File: src/rtl/dot_prod_sched.sv
// dot_prod_sched: lag-sweep scheduler for dot_prod; peak tracking under `DOT_PROD_SCHED_PEAK_EN
module dot_prod_sched #(
  parameter int num_lags = 16,
  parameter int lag_bits = 8,
  parameter int i_bits   = 24,
  parameter int q_bits   = 24,
  parameter int timeout  = 64
) (
  input  logic                     clk,
  input  logic                     rst_n,
  input  logic                     start,
  output logic                     busy,
  output logic                     done,
  output logic                     error,
  output logic [lag_bits-1:0]      lag_addr,
  output logic                     dp_in_tvalid,
  output logic                     dp_product_tready,
  input  logic                     dp_out_tvalid,
  input  logic signed [i_bits-1:0] dp_i,
  input  logic signed [q_bits-1:0] dp_q,
  output logic                     res_tvalid,
  input  logic                     res_tready,
  output logic [lag_bits-1:0]      res_lag,
  output logic [i_bits-1:0]        res_i,
  output logic [q_bits-1:0]        res_q,
  output logic [lag_bits-1:0]      peak_lag,
  output logic [i_bits:0]          peak_mag
);
  localparam int cw = $clog2(timeout);
  typedef enum logic [2:0] {IDLE, ISSUE, WAIT, EMIT, DONE} state_t;
  state_t state;
  logic [cw-1:0] wcnt;
  // sweep sequencer with all handshake and status outputs registered
  always_ff @(posedge clk or negedge rst_n) begin
    if (!rst_n) begin
      state             <= IDLE;
      busy              <= 1'b0;
      done              <= 1'b0;
      error             <= 1'b0;
      lag_addr          <= '0;
      dp_in_tvalid      <= 1'b0;
      dp_product_tready <= 1'b0;
      res_tvalid        <= 1'b0;
      res_lag           <= '0;
      res_i             <= '0;
      res_q             <= '0;
      wcnt              <= '0;
    end else begin
      done <= 1'b0;
      case (state)
        IDLE: if (start) begin
          state        <= ISSUE;
          busy         <= 1'b1;
          error        <= 1'b0;
          lag_addr     <= '0;
          dp_in_tvalid <= 1'b1;
        end
        ISSUE: begin
          state             <= WAIT;
          dp_in_tvalid      <= 1'b0;
          dp_product_tready <= 1'b1;
          wcnt              <= '0;
        end
        WAIT: if (dp_out_tvalid) begin
          state             <= EMIT;
          dp_product_tready <= 1'b0;
          res_tvalid        <= 1'b1;
          res_lag           <= lag_addr;
          res_i             <= dp_i;
          res_q             <= dp_q;
        end else if (wcnt == cw'(timeout - 1)) begin
          state             <= DONE;
          dp_product_tready <= 1'b0;
          error             <= 1'b1;
          done              <= 1'b1;
        end else begin
          wcnt <= wcnt + cw'(1);
        end
        EMIT: if (res_tready) begin
          res_tvalid <= 1'b0;
          if (lag_addr == lag_bits'(num_lags - 1)) begin
            state <= DONE;
            done  <= 1'b1;
          end else begin
            state        <= ISSUE;
            lag_addr     <= lag_addr + lag_bits'(1);
            dp_in_tvalid <= 1'b1;
          end
        end
        DONE: begin
          state <= IDLE;
          busy  <= 1'b0;
        end
        default: state <= IDLE;
      endcase
    end
  end
`ifdef DOT_PROD_SCHED_PEAK_EN
  logic [i_bits-1:0] abs_i;
  logic [q_bits-1:0] abs_q;
  logic [i_bits:0]   mag;
  // |x| as unsigned so the most negative value maps to 2^(n-1); sum cannot overflow
  always_comb begin
    abs_i = dp_i[i_bits-1] ? $unsigned(-dp_i) : $unsigned(dp_i);
    abs_q = dp_q[q_bits-1] ? $unsigned(-dp_q) : $unsigned(dp_q);
    mag   = {1'b0, abs_i} + (i_bits + 1)'(abs_q);
  end
  // strictly-greater update on capture keeps the lowest lag on ties
  always_ff @(posedge clk or negedge rst_n) begin
    if (!rst_n) begin
      peak_lag <= '0;
      peak_mag <= '0;
    end else if (state == IDLE && start) begin
      peak_lag <= '0;
      peak_mag <= '0;
    end else if (state == WAIT && dp_out_tvalid && mag > peak_mag) begin
      peak_lag <= lag_addr;
      peak_mag <= mag;
    end
  end
`else
  assign peak_lag = '0;
  assign peak_mag = '0;
`endif
endmodule

File: config.mk
export PLATFORM = sky130hd
export DESIGN_NAME = dot_prod_sched
export DESIGN_NICKNAME = d
export VERILOG_FILES = /design/src/rtl/dot_prod_sched.sv
export SDC_FILE = /design/constraint.sdc
export NUM_CORES = 1
export LEC_CHECK = 0
export CAP_MARGIN = 5
export CORE_UTILIZATION = 43
export CTS_BUF_LIST = sky130_fd_sc_hd__clkbuf_4
export DETAILED_ROUTE_END_ITERATION = 10
export PLACE_DENSITY = 0.82
export SYNTH_ARGS = -nofsm -noshare
export SYNTH_HDL_FRONTEND = slang
export SYNTH_SLANG_ARGS = --single-unit
File: constraint.sdc
create_clock -name clk -period 2.2 [get_ports clk]
set_input_delay 0.44 -clock clk [delete_from_list [all_inputs] [get_ports clk]]
set_output_delay 0.44 -clock clk [all_outputs]
set_load 0.03 [all_outputs]
# Word level (Yosys, flattened, before mapping)
# Cells that the tools add are included.
[op_classes] addsub=2 mul=0 n_div=0 n_lt_le_gt_ge=0 eq_ne=14 shift=0 n_mux=33 bitwise=0 n_reduce_logical=16
[ops] cell="2-to-1 mux 8 bit" n=3
[ops] cell="case mux 8 bit (2 select lines)" n=1
[ops] cell="2-to-1 mux 3 bit" n=5
[ops] cell="2-to-1 mux 1 bit" n=14
[ops] cell="inequality test 2 bit, second input constant" n=7
[ops] cell="2-to-1 mux 6 bit" n=2
[ops] cell="case mux 3 bit (4 select lines)" n=1
[ops] cell="case mux 6 bit (2 select lines)" n=1
[ops] cell="AND reduction 4 bit" n=3
[ops] cell="case mux 1 bit (2 select lines)" n=5
[ops] cell="nonzero test 2 bit" n=5
[ops] cell="AND reduction 3 bit" n=3
[ops] cell="adder 8 x 1 -> 8 bit, second input constant" n=1
[ops] cell="== test 8 x 4 -> 1 bit, second input constant" n=1
[ops] cell="adder 6 x 1 -> 6 bit, second input constant" n=1
[ops] cell="== test 3 x 2 -> 1 bit, second input constant" n=2
[ops] cell="== test 6 bit, second input constant" n=1
[ops] cell="AND reduction 2 bit" n=3
[ops] cell="== test 3 x 1 -> 1 bit, second input constant" n=1
[ops] cell="== test 3 bit, second input constant" n=1
[ops] cell="logical NOT 3 bit" n=1
[ops] cell="inequality test 3 bit, second input constant" n=1
[ops] cell="case mux 1 bit (3 select lines)" n=1
[ops] cell="nonzero test 3 bit" n=1
[word_totals] register_bits=79 latchBits=0 ramBits=0 romBits=0 out_inout_bits=103 mem_count=0

# Longest topological paths before layout
# Gate-level depths: netlist of run 1.
[depth] word_depth=4 depth_mapped=8

# Worst setup path after synthesis of run 1
# OpenSTA, ideal clock, no wires.
[synth_path] path_type="reg2reg" startpoint="reg lag_addr[4]" endpoint="reg dp_in_tvalid" arrival_time_ns=1.779 required_time_ns=2.081 slack_ns=0.302 stages_incl_launch_ff=6 period_less_slack_ns=1.898 cell_sequence="dfrtp_1 buf_2 nor4_1 a21o_1 nand2_1 o21a_1"
[synth_between] elab_chain_cells=3
[synth_rtl] element="start: declaration" line="15" source="output logic [lag_bits-1:0] lag_addr,"
[synth_rtl] element="start signal: assignment" line="86" source="lag_addr <= lag_addr + lag_bits'(1);"
[synth_rtl] element="== test 8 x 4 -> 1 bit" line="81" source="if (lag_addr == lag_bits'(num_lags - 1)) begin"
[synth_rtl] element="inequality test 2 bit (no line)"
[synth_rtl] element="AND reduction 4 bit (no line)"
[synth_rtl] element="end signal: assignment" line="56" source="dp_in_tvalid <= 1'b1;"
[synth_rtl] element="end signal: assignment" line="60" source="dp_in_tvalid <= 1'b0;"
[synth_rtl] element="end signal: assignment" line="87" source="dp_in_tvalid <= 1'b1;"
[synth_rtl] element="end: declaration" line="16" source="output logic dp_in_tvalid,"
# Every way passes these cells.
# A chain may end at the register's enable or synchronous reset.

# Final worst setup path of run 1
[layout_path] startpoint="reg lag_addr[2]" endpoint="out lag_addr[2]"
# No word-level cell between the ends.

==> results of run 1 <==
==> layer usage <==
layer | vias to the layer above | share of wire [%] | GRT usage [%]
met3 | 16 | 7.0 | 4.68
met1 | 1244 | 39 | 21.0
met5 | - | 0 | 0
met4 | 0 | 2.4 | 7.44
li1 | 1173 | - | -
met2 | 111 | 51 | 31.9
==> worst register-to-register path, stage by stage, from the launching register on <==
cell and delay [ns]:
dfrtp_1 0.49, nand2b_1 0.25, nor2_1 0.17, and2_2 0.28, buf_12 0.23, mux2_2 0.38
==> power groups by stage <==
stage               clock network (mW)  registers, mW  logic [mW]
global placement                     0           2.34        3.43
CTS                              0.833           2.35        3.50
detailed placement                   0           2.38        3.50
global route                     0.878           2.43        3.65
finish                           0.798           2.34        3.47
floorplan                            0           3.33        1.16
==> layout by cell type (no fill, tap or decap), drive strengths merged, types with 3 or more instances in the layout <==
cell,count
nand3,11
nor2,8
inv,3
clkdlybuf4s50,120
and3,3
a21o,4
clkbuf,9
dfrtp,79
mux2,56
a31oi,8
buf,11
mux2i,4
nand2,8
clkinv,3
conb,33
a21oi,4
o21ai,3
==> what timing repair did <==
item,CTS,global route
hold endpoints to repair,34,0
resized for setup,0,1
setup buffers,0,0
hold buffers,1,0
setup endpoints to repair,0,1
==> through the flow <==
stage / utilization [%] / instances / area [um2]
floorplan: - / 305 / 3650
global placement: 61.0 / 493 / 4790
detailed placement: 61.0 / 493 / 4790
CTS: 62.7 / 508 / 4920
global route: 62.7 / 508 / 4920
finish: 62.7 / 508 / 4920
==> logic make-up (layout without fill, tap and decap cells) <==
family	after synthesis	count (layout)	synth area share (%)
flops	79	79	55.9
fa+ha+maj	2	2	0.708
mux	60	60	19.0
compound gates	36	36	7.68
simple gates	46	46	7.04
buf+inv	49	150	9.56
other cells	1	33	0.106
==> state kept, by name, summed over array words and instances (netlist names) <==
signal,cells
dp_product_tready,1
wcnt,6
busy,1
res_tvalid,1
res_q,24
res_i,24
lag_addr,8
dp_in_tvalid,1
error,1
res_lag,8
state,3
done,1
==> final cells by class <==
| class | instances | area share, % |
|---|---|---|
| clock buffer | 9 | 1.37 |
| clock inverter | 5 | 1.04 |
| inverter | 3 | 0.229 |
| multi-input combinational | 177 | 27.3 |
| sequential | 79 | 40.2 |
| tap | 102 | 2.59 |
| timing repair buffer | 133 | 27.3 |
==> worst max-delay path by stage <==
stage | slack, ns | endpoint
6_report | 0.14 | lag_addr[2]
4_1_cts | 0.06 | lag_addr[4]
3_5_place_dp | 0.01 | wcnt[3]
5_1_grt | 0.05 | lag_addr[5]
2_1_floorplan | 0.30 | dp_in_tvalid
3_3_place_gp | 0.05 | wcnt[3]
==> results.ini, run 1 <==
[outcome]
status = complete, no violations

[timing]
fmax_ghz = 0.486
slew_viol_final = 0
finalCritPeriodShare_pct = 93.5
finClkSkew_ns = 0.0158
fin_hold_ws_ns = 0.509
rsz0062_at_grt = false
fin_setup_tns_ns = 0
period_minus_slack_ns = 2.06
setup_violations = 0
hold_viol = 0
setup_slack_ns = 0.144

[floorplan]
die_area_um2 = 8590
die-width_um = 92.7
io_pins = 156
fp.dieH_um = 92.7
rows = 32
initial_core_util_pct = 45.0
coreArea_um2 = 7850

[yosys]
synth-main-ff-cell = dfrtp_1
async_reset_ff_share_pct = 100
yosysMostFrequentCell = dfrtp_1
yosys-top-cells-area = dfrtp_1, mux2_2, buf_4
synth_area_um2 = 3530
synth_cells = 273
syn_area_per_cell_um2 = 12.9
post_synth_num_cell_types = 42
yosysTopAreaCell = dfrtp_1
synth_common_cells = dfrtp_1, mux2_2, buf_4
synth_top_area_share_pct = 55.9
synth_seq_cells = 79
yosys_warnings = 0
synth_edf_count = 0
yosysSeqAreaShare_pct = 55.9

[clock_network]
cts_sinks = 79
cts_tree = yes
cts_buffers = 9
clk_pin_slew_ns = 0.11
cts_max_path_buffers = 2
cts_root_buffer = clkbuf_4
insertion_delay_ns = 0.40
cts_htree_levels = 3

[finish]
antenna_cells = 0
num-fill-cells = 653
multi_input_area_um2 = 1340
nets = 458
seq_area_um2 = 1980
synthToLayoutAreaGrowth_pct = 39.2
layout-drive-gt1-share_pct = 20.9

[power]
p_seq_share_pct = 35.4
p_leak_nw = 2.15
power_mw = 6.61
intPower_mw = 3.94
ir_worst_vdd_v = 0.000958
swShare_pct = 40.3
clkPwrFrac_pct = 12.1
combPwrFrac_pct = 52.6
switchingPower_mw = 2.67
power.density_nw_per_um2 = 1340

[critical_path]
critical_path.cell_chain = clkdlybuf4s50_1
critPathKind = reg2out
cp_top_family = buffers and inverters
r2r-start = state[0]
max_stage_delay_ns = 0.72
path_buf_inv = 1
r2r-end = res_i[8]
path_max_fanout = 8
worst_path_max_delay_cell = clkdlybuf4s50_1
crit_required_ns = 1.76
worstPathArrival_ns = 1.62
critical_path_cell_count = 1
startpoint_type = flip-flop
setup.worst_path.end_class = output port
startpoint = lag_addr[2]
rrSetupSlack_ns = 0.27
worstRegToRegCells = 5

[routing]
drt_pre_antenna_iters = 4
wl_per_cell_um = 15.0
drc = 0
postRouteAntennaNets = 0
viasPerCell = 5.01
wl_um = 7610
num_vias = 2544
drt_iter0_drc = 57

[placed_design]
dp_hpwl_um = 5560
port_buffers = 122
place_congestion = 0.767
dp_slack_ns = 0.0140

[global_route]
grt_pass1_wl_um = 12200
gr-total-overflow = 0
grt_max_degree = 46
grt_usage_pct = 18.2
grt_pass1_vias = 2553
grt_antenna_before_repair = 0

[worst_hold_path]
min_path_cells = 1
worstHoldStart = dp_in_tvalid
min_to = dp_in_tvalid
holdCritPathClass = reg2reg

[run]
cap_violations = 0

Note: power is estimated with default switching activity, not from simulation.
==> inputs of run 2 (changes only) <==
--- a/config.mk
+++ b/config.mk
@@ -10,6 +10,7 @@
 export CTS_BUF_LIST = sky130_fd_sc_hd__clkbuf_4
 export DETAILED_ROUTE_END_ITERATION = 10
 export PLACE_DENSITY = 0.82
+export SLEW_MARGIN = 30
 export SYNTH_ARGS = -nofsm -noshare
 export SYNTH_HDL_FRONTEND = slang
 export SYNTH_SLANG_ARGS = --single-unit
==> results of run 2 <==
Final layout, timing and power as in run 1 (identical DEF).
==> inputs of run 3 (changes only) <==
--- a/config.mk
+++ b/config.mk
@@ -6,6 +6,7 @@
 export NUM_CORES = 1
 export LEC_CHECK = 0
 export CAP_MARGIN = 5
+export CORE_MARGIN = 2
 export CORE_UTILIZATION = 43
 export CTS_BUF_LIST = sky130_fd_sc_hd__clkbuf_4
 export DETAILED_ROUTE_END_ITERATION = 10
==> run 3 against run 2 <==
Cell count increased by 0.98%. Maximum frequency decreased by 3.1%. Sequential cell count unchanged. Clock skew decreased by 0.00091 ns. Sequential share of layout area decreased by 0.21 points. Power increased by 1.2%. Combinational power about the same. Via count decreased by 1.1%. Register-to-register slack about the same. Global-route usage decreased by 0.94 points. Core utilization decreased by 1.6 points. Sequential power about the same. Highest routed layer unchanged.
==> results.ini, run 3 (synthesis results as in run 1) <==
[clock_network]
cts_sinks = 79  ; unchanged
cts_root_buffer = clkbuf_4
cts_buffers = 9  ; unchanged
cts_htree_levels = 3  ; unchanged
post-cts-setup-buffers = 0  ; unchanged
clk_pin_slew_ns = 0.13  ; +0.02 ns
cts_tree = yes
cts_max_path_buffers = 2  ; unchanged
insertion_delay_ns = 0.42  ; +0.02 ns

[global_route]
gr-total-overflow = 0  ; unchanged
grt_antenna_before_repair = 0  ; unchanged
grt_max_degree = 49  ; +6.5%
grt_usage_pct = 17.2  ; -0.94 points
grt_pass1_wl_um = 11900  ; -2.3%
grt_pass1_vias = 2540  ; -0.51%

[floorplan]
fp.dieH_um = 94.7  ; +2.2%
rows = 33  ; +3.1%
io_pins = 156  ; unchanged
coreArea_um2 = 8090  ; +3.1%
initial_core_util_pct = 43.7  ; -1.4 points
die-width_um = 94.7  ; +2.2%
die_area_um2 = 8960  ; +4.4%

[routing]
wl_um = 7790  ; +2.4%
drt_pre_antenna_iters = 4  ; unchanged
drc = 0  ; unchanged
postRouteAntennaNets = 0  ; unchanged
wl_per_cell_um = 15.2  ; +1.4%
num_vias = 2517  ; -1.1%
drt_iter0_drc = 92  ; +61%
viasPerCell = 4.91  ; -2.0%

[finish]
nets = 458  ; unchanged
largestRegisters = res_i x24, res_q x24
layout-drive-gt1-share_pct = 21.6  ; +0.63 points
synthToLayoutAreaGrowth_pct = 39.9
num-fill-cells = 666  ; +2.0%
antenna_cells = 0  ; unchanged
layout_commonest_cell = clkdlybuf4s50_1
stdcell_count = 513  ; +0.98%
final_cell_mix = clkdlybuf4s50_1, dfrtp_1, mux2_2

[timing]
finClkSkew_ns = 0.0148  ; -0.000905 ns
fin_setup_tns_ns = 0  ; unchanged
period_minus_slack_ns = 2.12  ; +0.0659 ns
setup_violations = 0  ; unchanged
rsz0062_at_grt = false
setup_slack_ns = 0.0780  ; -0.0659 ns
slew_viol_final = 0  ; unchanged
fmax_ghz = 0.471  ; -3.1%
finalCritPeriodShare_pct = 96.5  ; +3.0 points
hold_viol = 0  ; unchanged

[run]
cap_violations = 0  ; unchanged

[power]
ir_worst_vdd_v = 0.000808  ; -16%
power.density_nw_per_um2 = 1350  ; +0.68%
p_leak_nw = 2.15  ; +0.35%
power_mw = 6.69  ; +1.2%

[placed_design]
port_buffers = 122  ; unchanged
dp_slack_ns = 0.0249  ; +0.0109 ns
dp.cells = 496  ; +0.61%
place_congestion = 0.815  ; +6.3%
dp_hpwl_um = 5760  ; +3.6%

[critical_path]
worst_path_max_delay_cell = clkdlybuf4s50_1
max_stage_delay_ns = 0.73  ; about the same
worstPathArrival_ns = 1.68  ; +0.06 ns
path_max_fanout = 8  ; unchanged
critical_path.cell_chain = clkdlybuf4s50_1
path_buf_inv = 1  ; unchanged
cp_top_family = buffers and inverters
startpoint_type = flip-flop
setup.worst_path.end_class = output port
crit_required_ns = 1.76  ; about the same
critPathKind = reg2out

[worst_hold_path]
holdCritPathClass = in2async

[outcome]
status = complete, no violations

==> run 3: timing repair <==
action | in CTS | in global routing
gates resized for setup | 0 | 1
hold endpoints to repair | 31 | 0
hold buffers | 1 | 0
setup endpoints to repair | 0 | 1
==> run 3: path summary, 6_finish.rpt <==
kind / slack (ns) / from / endpoint / depth (start not counted)
max in group asynchronous: 1.10 / rst_n / res_i[6] / 3
max reg2reg: 0.28 / state[2] / wcnt[3] / 5
max: 0.08 / lag_addr[5] / lag_addr[5] / 1
min reg2reg: 0.50 / res_tvalid / res_tvalid / 1
min in group clk: 0.50 / res_tvalid / res_tvalid / 1
min: 0.48 / rst_n / res_lag[1] / 2
==> run 3: through the flow <==
| stage | instance area, um2 | utilization, % | hold slack, ns |
|---|---|---|---|
| after floorplan | 3650 | - | 0.144 |
| after global placement | 4790 | 59.2 | 0.398 |
| after detailed placement | 4790 | 59.2 | 0.403 |
| after CTS | 4940 | 61.1 | 0.475 |
| after global routing | 4950 | 61.1 | 0.523 |
| final | 4950 | 61.1 | 0.485 |
==> run 3: final cells by class <==
class                           instances  area (um2)  area share, %
Sequential cell                        79        1980           40.0
Clock inverter                          5        58.8           1.19
Multi-Input combinational cell        177        1340           27.1
Inverter                                3        11.3          0.228
Clock buffer                           11        82.6           1.67
Tap cell                              105         131           2.66
Timing Repair Buffer                  133        1340           27.2
==> run 3: routing by layer <==
metal  track usage [%]  wire, um  up-vias
met5                 0         0        -
met4              6.52       104        0
met3              4.07       526        8
met2              30.1      4020      100
met1              20.5      3140     1247
li1                  -         -     1162
==> run 3: power breakdown <==
group | internal [mW] | leakage [nW] | total, mW | switching (mW)
Sequential | 2.00 | 0.978 | 2.31 | 0.316
Combinational | 1.63 | 1.10 | 3.50 | 1.87
Clock | 0.372 | 0.0731 | 0.874 | 0.502
Total | 4.00 | 2.15 | 6.69 | 2.69
